===== src/rtl/seg_word_if.sv =====
// Result handshake between the word decoder and its consumer.
// The decoder drives the word, its valid flag, the sticky overrun flag and
// the class of the most recently closed frame; the consumer drives ready.
interface seg_word_if;
   logic [1:0] word_code;
   logic       word_valid;
   logic       word_ready;
   logic       overrun;
   logic [1:0] frame_class;

   modport master (
      output word_code,
      output word_valid,
      output overrun,
      output frame_class,
      input  word_ready
   );

   modport slave (
      input  word_code,
      input  word_valid,
      input  overrun,
      input  frame_class,
      output word_ready
   );
endinterface


===== src/rtl/seg_word_decoder.sv =====
// Seven-segment word decoder.
// Scans four active-low digit codes, one digit per cycle, classifies each
// four-cycle frame as BLANK / NOPE / NICE / INVALID, and reports a word once
// it has been seen for STABLE_FRAMES consecutive frames and differs from the
// word last reported. Results leave through a valid/ready handshake.
module seg_word_decoder #(
   parameter int unsigned STABLE_FRAMES = 4
) (
   input  logic       clk,
   input  logic       rst_n,
   input  logic [6:0] display1,
   input  logic [6:0] display2,
   input  logic [6:0] display3,
   input  logic [6:0] display4,
   seg_word_if.master word_if
);

   localparam logic [3:0] STAB_MAX  = 4'(STABLE_FRAMES);
   localparam logic [1:0] CLS_BLANK = 2'b00;
   localparam logic [1:0] CLS_NOPE  = 2'b01;
   localparam logic [1:0] CLS_NICE  = 2'b10;
   localparam logic [1:0] CLS_INVAL = 2'b11;
   localparam logic [6:0] SEG_OFF   = 7'b1111111;

   // Exact-match classification of one frame of four digit codes.
   function automatic logic [1:0] classify(input logic [6:0] d1,
                                           input logic [6:0] d2,
                                           input logic [6:0] d3,
                                           input logic [6:0] d4);
      logic [1:0] cls;
      if (d1 == 7'b1101010 && d2 == 7'b0000001 &&
          d3 == 7'b0011000 && d4 == 7'b0110000) begin
         cls = CLS_NOPE;
      end else if (d1 == 7'b1101010 && d2 == 7'b1111001 &&
                   d3 == 7'b0110001 && d4 == 7'b0110000) begin
         cls = CLS_NICE;
      end else if (d1 == SEG_OFF && d2 == SEG_OFF &&
                   d3 == SEG_OFF && d4 == SEG_OFF) begin
         cls = CLS_BLANK;
      end else begin
         cls = CLS_INVAL;
      end
      return cls;
   endfunction

   logic [1:0] r_scan_idx;
   logic [6:0] r_shadow0;
   logic [6:0] r_shadow1;
   logic [6:0] r_shadow2;
   logic [1:0] r_frame_class;
   logic [1:0] r_candidate;
   logic [3:0] r_stab_cnt;
   logic [1:0] r_last_reported;
   logic [1:0] r_word_code;
   logic       r_word_valid;
   logic       r_overrun;

   logic       w_frame_close;
   logic [1:0] w_class;
   logic       w_issue_ok;
   logic       w_issue;
   logic       w_accept;

   // The last digit of a frame is taken live, so the class is ready on the
   // closing edge itself rather than one cycle later.
   assign w_frame_close = (r_scan_idx == 2'd3);
   assign w_class       = classify(r_shadow0, r_shadow1, r_shadow2, display4);
   assign w_issue_ok    = (r_stab_cnt == STAB_MAX) && (r_candidate != r_last_reported);
   assign w_issue       = w_issue_ok && !r_word_valid;
   assign w_accept      = r_word_valid && word_if.word_ready;

   // Free-running digit scan and capture of digits 1..3 into shadows.
   always_ff @(posedge clk or negedge rst_n) begin
      if (!rst_n) begin
         r_scan_idx <= 2'd0;
         r_shadow0  <= SEG_OFF;
         r_shadow1  <= SEG_OFF;
         r_shadow2  <= SEG_OFF;
      end else begin
         r_scan_idx <= r_scan_idx + 2'd1;
         case (r_scan_idx)
            2'd0:    r_shadow0 <= display1;
            2'd1:    r_shadow1 <= display2;
            2'd2:    r_shadow2 <= display3;
            default: r_shadow0 <= r_shadow0;
         endcase
      end
   end

   // Frame classification and stability counting on each closing edge.
   always_ff @(posedge clk or negedge rst_n) begin
      if (!rst_n) begin
         r_frame_class <= CLS_BLANK;
         r_candidate   <= CLS_BLANK;
         r_stab_cnt    <= 4'd0;
      end else if (w_frame_close) begin
         r_frame_class <= w_class;
         if (w_class == r_candidate) begin
            if (r_stab_cnt < STAB_MAX) begin
               r_stab_cnt <= r_stab_cnt + 4'd1;
            end
         end else begin
            r_candidate <= w_class;
            r_stab_cnt  <= 4'd1;
         end
      end
   end

   // Result issue, hold until accepted, and sticky overrun detection.
   // A word stable while the previous one is still pending waits here: the
   // issue condition stays true and fires once word_valid has dropped.
   always_ff @(posedge clk or negedge rst_n) begin
      if (!rst_n) begin
         r_word_code     <= CLS_BLANK;
         r_word_valid    <= 1'b0;
         r_last_reported <= CLS_BLANK;
         r_overrun       <= 1'b0;
      end else begin
         if (w_issue) begin
            r_word_code     <= r_candidate;
            r_word_valid    <= 1'b1;
            r_last_reported <= r_candidate;
         end else if (w_accept) begin
            r_word_valid <= 1'b0;
         end
         if (w_issue_ok && r_word_valid) begin
            r_overrun <= 1'b1;
         end
      end
   end

   assign word_if.word_code   = r_word_code;
   assign word_if.word_valid  = r_word_valid;
   assign word_if.overrun     = r_overrun;
   assign word_if.frame_class = r_frame_class;

endmodule

===== src/flat_wrapper.sv =====
// flat-port wrapper written by rule: the top's interface ports become plain ports
module seg_word_decoder_flat 
#(
   parameter int unsigned STABLE_FRAMES = 4
)
  (clk, rst_n, display1, display2, display3, display4, word_if_word_code, word_if_word_valid, word_if_overrun, word_if_frame_class, word_if_word_ready);
  seg_word_if word_if_i ();
  input  logic clk;
  input  logic rst_n;
  input  logic [6:0] display1;
  input  logic [6:0] display2;
  input  logic [6:0] display3;
  input  logic [6:0] display4;
  output wire logic [$bits(word_if_i.word_code)-1:0] word_if_word_code;
  output wire logic [$bits(word_if_i.word_valid)-1:0] word_if_word_valid;
  output wire logic [$bits(word_if_i.overrun)-1:0] word_if_overrun;
  output wire logic [$bits(word_if_i.frame_class)-1:0] word_if_frame_class;
  input wire logic [$bits(word_if_i.word_ready)-1:0] word_if_word_ready;
  assign word_if_word_code = word_if_i.word_code;
  assign word_if_word_valid = word_if_i.word_valid;
  assign word_if_overrun = word_if_i.overrun;
  assign word_if_frame_class = word_if_i.frame_class;
  assign word_if_i.word_ready = word_if_word_ready;
  seg_word_decoder #(.STABLE_FRAMES(STABLE_FRAMES)) u_core (.clk(clk), .rst_n(rst_n), .display1(display1), .display2(display2), .display3(display3), .display4(display4), .word_if(word_if_i));
endmodule

===== config.mk =====
export PLATFORM = sky130hd
export DESIGN_NAME = seg_word_decoder_flat
export DESIGN_NICKNAME = d
export VERILOG_FILES = /design/src/rtl/seg_word_if.sv /design/src/rtl/seg_word_decoder.sv /design/src/flat_wrapper.sv
export SDC_FILE = /design/constraint.sdc
export NUM_CORES = 1
export LEC_CHECK = 0
export BUFFER_PORTS_ARGS = -buffer_cell sky130_fd_sc_hd__buf_2
export CELL_PAD_IN_SITES_DETAIL_PLACEMENT = 0
export CELL_PAD_IN_SITES_GLOBAL_PLACEMENT = 1
export CORE_MARGIN = 2
export CORE_UTILIZATION = 45
export DETAILED_ROUTE_END_ITERATION = 7
export GPL_TIMING_DRIVEN = 0
export PLACE_DENSITY_LB_ADDON = 0.3
export SETUP_SLACK_MARGIN = 0.5
export SKIP_LAST_GASP = 1
export SYNTH_ARGS = -nofsm -noshare
export SYNTH_HDL_FRONTEND = slang
export SYNTH_SLANG_ARGS = --single-unit

===== constraint.sdc =====
create_clock -name clk -period 3.2 [get_ports clk]
set_clock_uncertainty 0.2 [all_clocks]
set_input_delay 0.64 -clock clk [delete_from_list [all_inputs] [get_ports clk]]
set_output_delay 0.64 -clock clk [all_outputs]
set_load 0.02 [all_outputs]

## After elaboration in Yosys (flattened, before gate mapping)

Index checks and enable logic that the tools add are counted.

| word-level totals | value |
|---|---|
| output and inout port bits | 6 |
| input bits | 31 |
| register bits | 35 |

| cells by class | value |
|---|---|
| equal/unequal tests | 17 |
| multiplexer cells | 7 |
| reductions and logical operators | 18 |
| add/subtract/negate cells | 2 |
| bitwise gates (word level) | 1 |
| magnitude comparators | 1 |

Operator list:

| kind | count |
|---|---|
| $eq A7 B7 Y1 const B | 6 |
| $eq A7 B6 Y1 const B | 2 |
| $logic_and A1 B1 Y1 | 13 |
| $mux W4 | 2 |
| $eq A7 B1 Y1 const B | 1 |
| $eq A7 B5 Y1 const B | 1 |
| $mux W2 | 3 |
| $add A4 B1 Y4 const B | 1 |
| $eq A2 B2 Y1 const B | 2 |
| $eq A4 B3 Y1 const B | 1 |
| $lt A4 B3 Y1 const B | 1 |
| $reduce_and A2 Y1 | 2 |
| $add A2 B1 Y2 const B | 1 |
| $eq A2 B1 Y1 const B | 1 |
| $eq A2 B2 Y1 | 1 |
| $logic_not A2 Y1 | 1 |
| $mux W1 | 2 |
| $ne A2 B2 Y1 | 1 |
| $ne A2 B2 Y1 const B | 1 |
| $reduce_bool A2 Y1 | 1 |
| $logic_not A1 Y1 | 1 |
| $not A1 Y1 | 1 |

## Longest topological paths before layout

| depth | value |
|---|---|
| depth in word-level cells | 10 |
| mapped depth | 6 |
| mapped depth without buffers | 5 |

## Worst setup path before layout

No wires, ideal clock.

| timing path | value |
|---|---|
| kind | flip-flop to flip-flop |
| from | register u_core.r_shadow2[3] |
| to | register u_core.r_stab_cnt[0] |
| period minus slack after synthesis | 2004 ps |
| path buffers | 0 |
| library setup time | 118 ps |
| arrival time | 1686 ps |
| stages on the path, launching flop included | 6 |
| data required time | 2882 ps |
| path slack | 1196 ps |
| cell sequence | dfstp_2 > or4b_4 > nor4_4 > a22oi_2 > o221a_4 > a21o_1 |

| on the way | value |
|---|---|
| longest elaborated chain between the ends | 9 |

Ends and longest elaborated chain:

| element | line | source |
|---|---|---|
| start: declaration | seg_word_decoder.sv:49 | `logic [6:0] r_shadow2;` |
| start signal: assignment | seg_word_decoder.sv:84 | `2'd2: r_shadow2 <= display3;` |
| $eq A7 B7 Y1 | seg_word_decoder.sv:38 | `d3 == SEG_OFF && d4 == SEG_OFF) begin` |
| $logic_and A1 B1 Y1 | seg_word_decoder.sv:37 | `end else if (d1 == SEG_OFF && d2 == SEG_OFF &&` |
| $logic_and A1 B1 Y1 | seg_word_decoder.sv:38 |  |
| $mux W2 | seg_word_decoder.sv:37 |  |
| $mux W2 | seg_word_decoder.sv:34 | `end else if (d1 == 7'b1101010 && d2 == 7'b1111001 &&` |
| $mux W2 * | seg_word_decoder.sv:31 | `if (d1 == 7'b1101010 && d2 == 7'b0000001 &&` |
| $eq A2 B2 Y1 * | seg_word_decoder.sv:98 | `if (w_class == r_candidate) begin` |
| $ne A2 B2 Y1 (no source line) | -- |  |
| $reduce_and A2 Y1 (no source line) | -- |  |
| end signal: assignment | seg_word_decoder.sv:100 | `r_stab_cnt <= r_stab_cnt + 4'd1;` |
| end: declaration | seg_word_decoder.sv:52 | `logic [3:0] r_stab_cnt;` |

Every way passes the cells marked *; elsewhere a longest branch is shown, timed or not.
A chain may end at the register's enable or synchronous reset.

## Final worst setup path

Same ends and word-level chain as after synthesis.

==> qor.yml <==
dp_cells: 210
synth_top_area_share_pct: 33.5
synth_commonest_cells: "mux2_2, dfstp_2, dfrtp_1, inv_1, nand4_1"
syn-num-nets: 165
cp_slowest_cell: "dfstp_2"
clockBufferDepth: 2
rsz0062_at_grt: "false"
dp.final_hpwl_um: 2360
p_sw_uw: 175
cts_max_level: 2
initial_core_util_pct: 48.2
antenna_found_initial: 0
finalSetupViolations: 0
cts_sinks: 35
io_buffers: 36
gp_congestion: 0.752
cts_hold_buf: 0
whs_ps: 159
syn_inst: 128
antenna_cells: 0
stdcell_count: 218
ys_ff_latch: 35
p_leak_uw: 0.000896
antenna_left: 0
cp.arrival_ps: 2120
max_stage_delay_ps: 560
async_flop_share_pct: 100
ir_drop_mv: 0.320
drt_first_iter_violations: 32
fin_setup_tns_ps: 0
relSlewSlack_pct: 49.0
grt_max_degree: 36
hold_viol: 0
swShare_pct: 20.6
cts_root_buf: "clkbuf_4"
outcome: "finished, final reports clean"
worst_slew_pin_slew_ps: 765
max_freq_ghz: 0.483
drt-pass1-iter-count: 4
post_synth_main_area_contributors: "dfstp_2, dfrtp_1, mux2_2"
synth.most_common_cell: "mux2_2"
ctsResizeCount: 0
critPathKind: "reg2reg"
maxSlewViolCount: 0
postCtsSetupBuffers: 0
coreArea_mm2: 0.00342
numCtsBuffers: 5
yosys.area.top_type: "dfstp_2"
pwr-share-clk_pct: 38.6
cts_tree: "done"
clock_latency_ps: 340
final_net_count: 208
dieArea_mm2: 0.00416
vias: 1114
avgViaCountPerCell: 5.11
drv_cap: 0
gr-total-overflow: 0
worst_hold_path_type: "in2async"
p_int_uw: 677
cts.clk_slew.worst_paths_ps: 120
synth_cell_types: 30
syn_to_final_growth_pct: 19.7
worstSetupStartpointType: "register"
fin_crit_sh_pct: 64.7
pwr-share-comb_pct: 5.3
avgSynthCellArea_um2: 12.9
grt_pass1_wl_um: 5660
grtUsageTotal_pct: 17.8
crit_chain: "or4b_4 > nor4_4 > a22oi_2 > o221a_4 > a21o_1"
yosys_warnings: 0
drt-total-wl_um: 3080
wire_per_inst_um: 14.1
drive_gt1_share_pct: 55.2
synth_area_mm2: 0.00165
synth_flop_cell: "dfstp_2"
die_width_um: 64.5
endpoint_kind: "register"
yosysSeqAreaShare_pct: 54.8
timing.final.crit_period_ps: 2070
core.rowCount: 21
synth_enable_flop_cells: 0
cp.required_ps: 3250
dieHeight_um: 64.5
power_density_mw_per_mm2: 433
worstPathMaxFanout: 4
ioPinCount: 37
pwr-share-seq_pct: 56.1
grt_pass1_vias: 1290
fillCellCount: 302
drc: 0
-- power groups by stage --
| stage | Sequential, µW | Combinational, µW | Clock, µW |
|---|---|---|---|
| after floorplan | 482 | 17.1 | 0 |
| after global routing | 481 | 51.7 | 361 |
| after detailed placement | 485 | 46.2 | 0 |
| final | 478 | 45.0 | 329 |
| after CTS | 478 | 46.2 | 345 |
| after global placement | 485 | 44.5 | 0 |
-- metrics by stage --
| stage | worst slack [ps] | utilization (%) | cell area [µm²] | total power (µW) |
|---|---|---|---|---|
| after floorplan | 1200 | - | 1650 | 499 |
| after global placement | 1100 | 55.1 | 1880 | 529 |
| after detailed placement | 1050 | 55.1 | 1880 | 531 |
| after CTS | 1100 | 57.7 | 1970 | 870 |
| after global routing | 1010 | 57.7 | 1970 | 893 |
| final | 1130 | 57.7 | 1970 | 852 |
-- worst paths after layout --
kind | from | to | slack (ps) | depth (start not counted)
worst max register to register | u_core.r_shadow2[3]$_DFFE_PN1N_ | u_core.r_stab_cnt[0]$_DFFE_PN0P_ | 1130 | 5
worst max-delay path | u_core.r_shadow2[3]$_DFFE_PN1N_ | u_core.r_stab_cnt[0]$_DFFE_PN0P_ | 1130 | 5
worst min register to register | u_core.word_if.overrun$_DFFE_PN0P_ | u_core.word_if.overrun$_DFFE_PN0P_ | 300 | 1
max in group asynchronous | rst_n | u_core.r_scan_idx[1]$_DFF_PN0_ | 2150 | 1
min in group clk | u_core.word_if.overrun$_DFFE_PN0P_ | u_core.word_if.overrun$_DFFE_PN0P_ | 300 | 1
worst min-delay path | rst_n | u_core.r_stab_cnt[3]$_DFFE_PN0P_ | 160 | 1
-- layout by cell type (no fill, tap or decap), types with 2 or more instances in the layout --
master | Yosys | routed
nor3_1 | 3 | 3
a21oi_1 | 4 | 4
buf_2 | 0 | 36
ha_1 | 6 | 6
xor2_1 | 2 | 2
a21o_1 | 3 | 3
nand2_1 | 2 | 2
inv_1 | 12 | 12
dfrtp_1 | 14 | 14
mux2_2 | 23 | 23
o211ai_1 | 2 | 2
clkbuf_1 | 4 | 4
nand4_1 | 7 | 7
clkbuf_4 | 0 | 5
dfstp_2 | 21 | 21
nor2_1 | 6 | 6
o21ai_0 | 4 | 4
-- area by class of cell --
| cell class | count | area (µm²) | share of cell area, % |
|---|---|---|---|
| well taps | 46 | 57.6 | 2.92 |
| plain buffers | 4 | 15.0 | 0.762 |
| clock buffers | 6 | 51.3 | 2.60 |
| multi-input cells | 77 | 683 | 34.7 |
| flip-flops and latches | 35 | 902 | 45.8 |
| inverters | 12 | 45.0 | 2.29 |
| clock inverters | 2 | 35.0 | 1.78 |
| repair buffers | 36 | 180 | 9.15 |
-- cell families after synthesis --
logic type | share of synthesized area [%]
simple gates | 11.0
xor+xnor | 1.60
mux | 15.7
compound gates | 8.67
buf+inv | 3.65
flops | 54.8
fa+ha+maj | 4.56
-- worst max-delay path: cells and delay by family (launching register included) --
kind,cells,cell delay [ps]
simple gates,2,680
compound gates,3,550
flops,1,560
-- flip-flops by register name, summed over array words and instances (netlist names) --
name / count
u_core.word_if.frame_class: 2
u_core.r_last_reported: 2
u_core.word_if.overrun: 1
u_core.r_shadow1: 7
u_core.r_stab_cnt: 4
u_core.r_scan_idx: 2
u_core.word_if.word_valid: 1
u_core.r_candidate: 2
u_core.r_shadow0: 7
u_core.r_shadow2: 7
-- routing by layer --
layer  track usage [%]  share of wire, %  vias to the layer above
met4              5.59              0.68                        0
li1                  -                 -                      538
met5                 0                 0                        -
met1              21.2                44                      549
met2              30.3                51                       25
met3              5.90               4.8                        2
No activity file was read; power rests on OpenSTA's default activity.
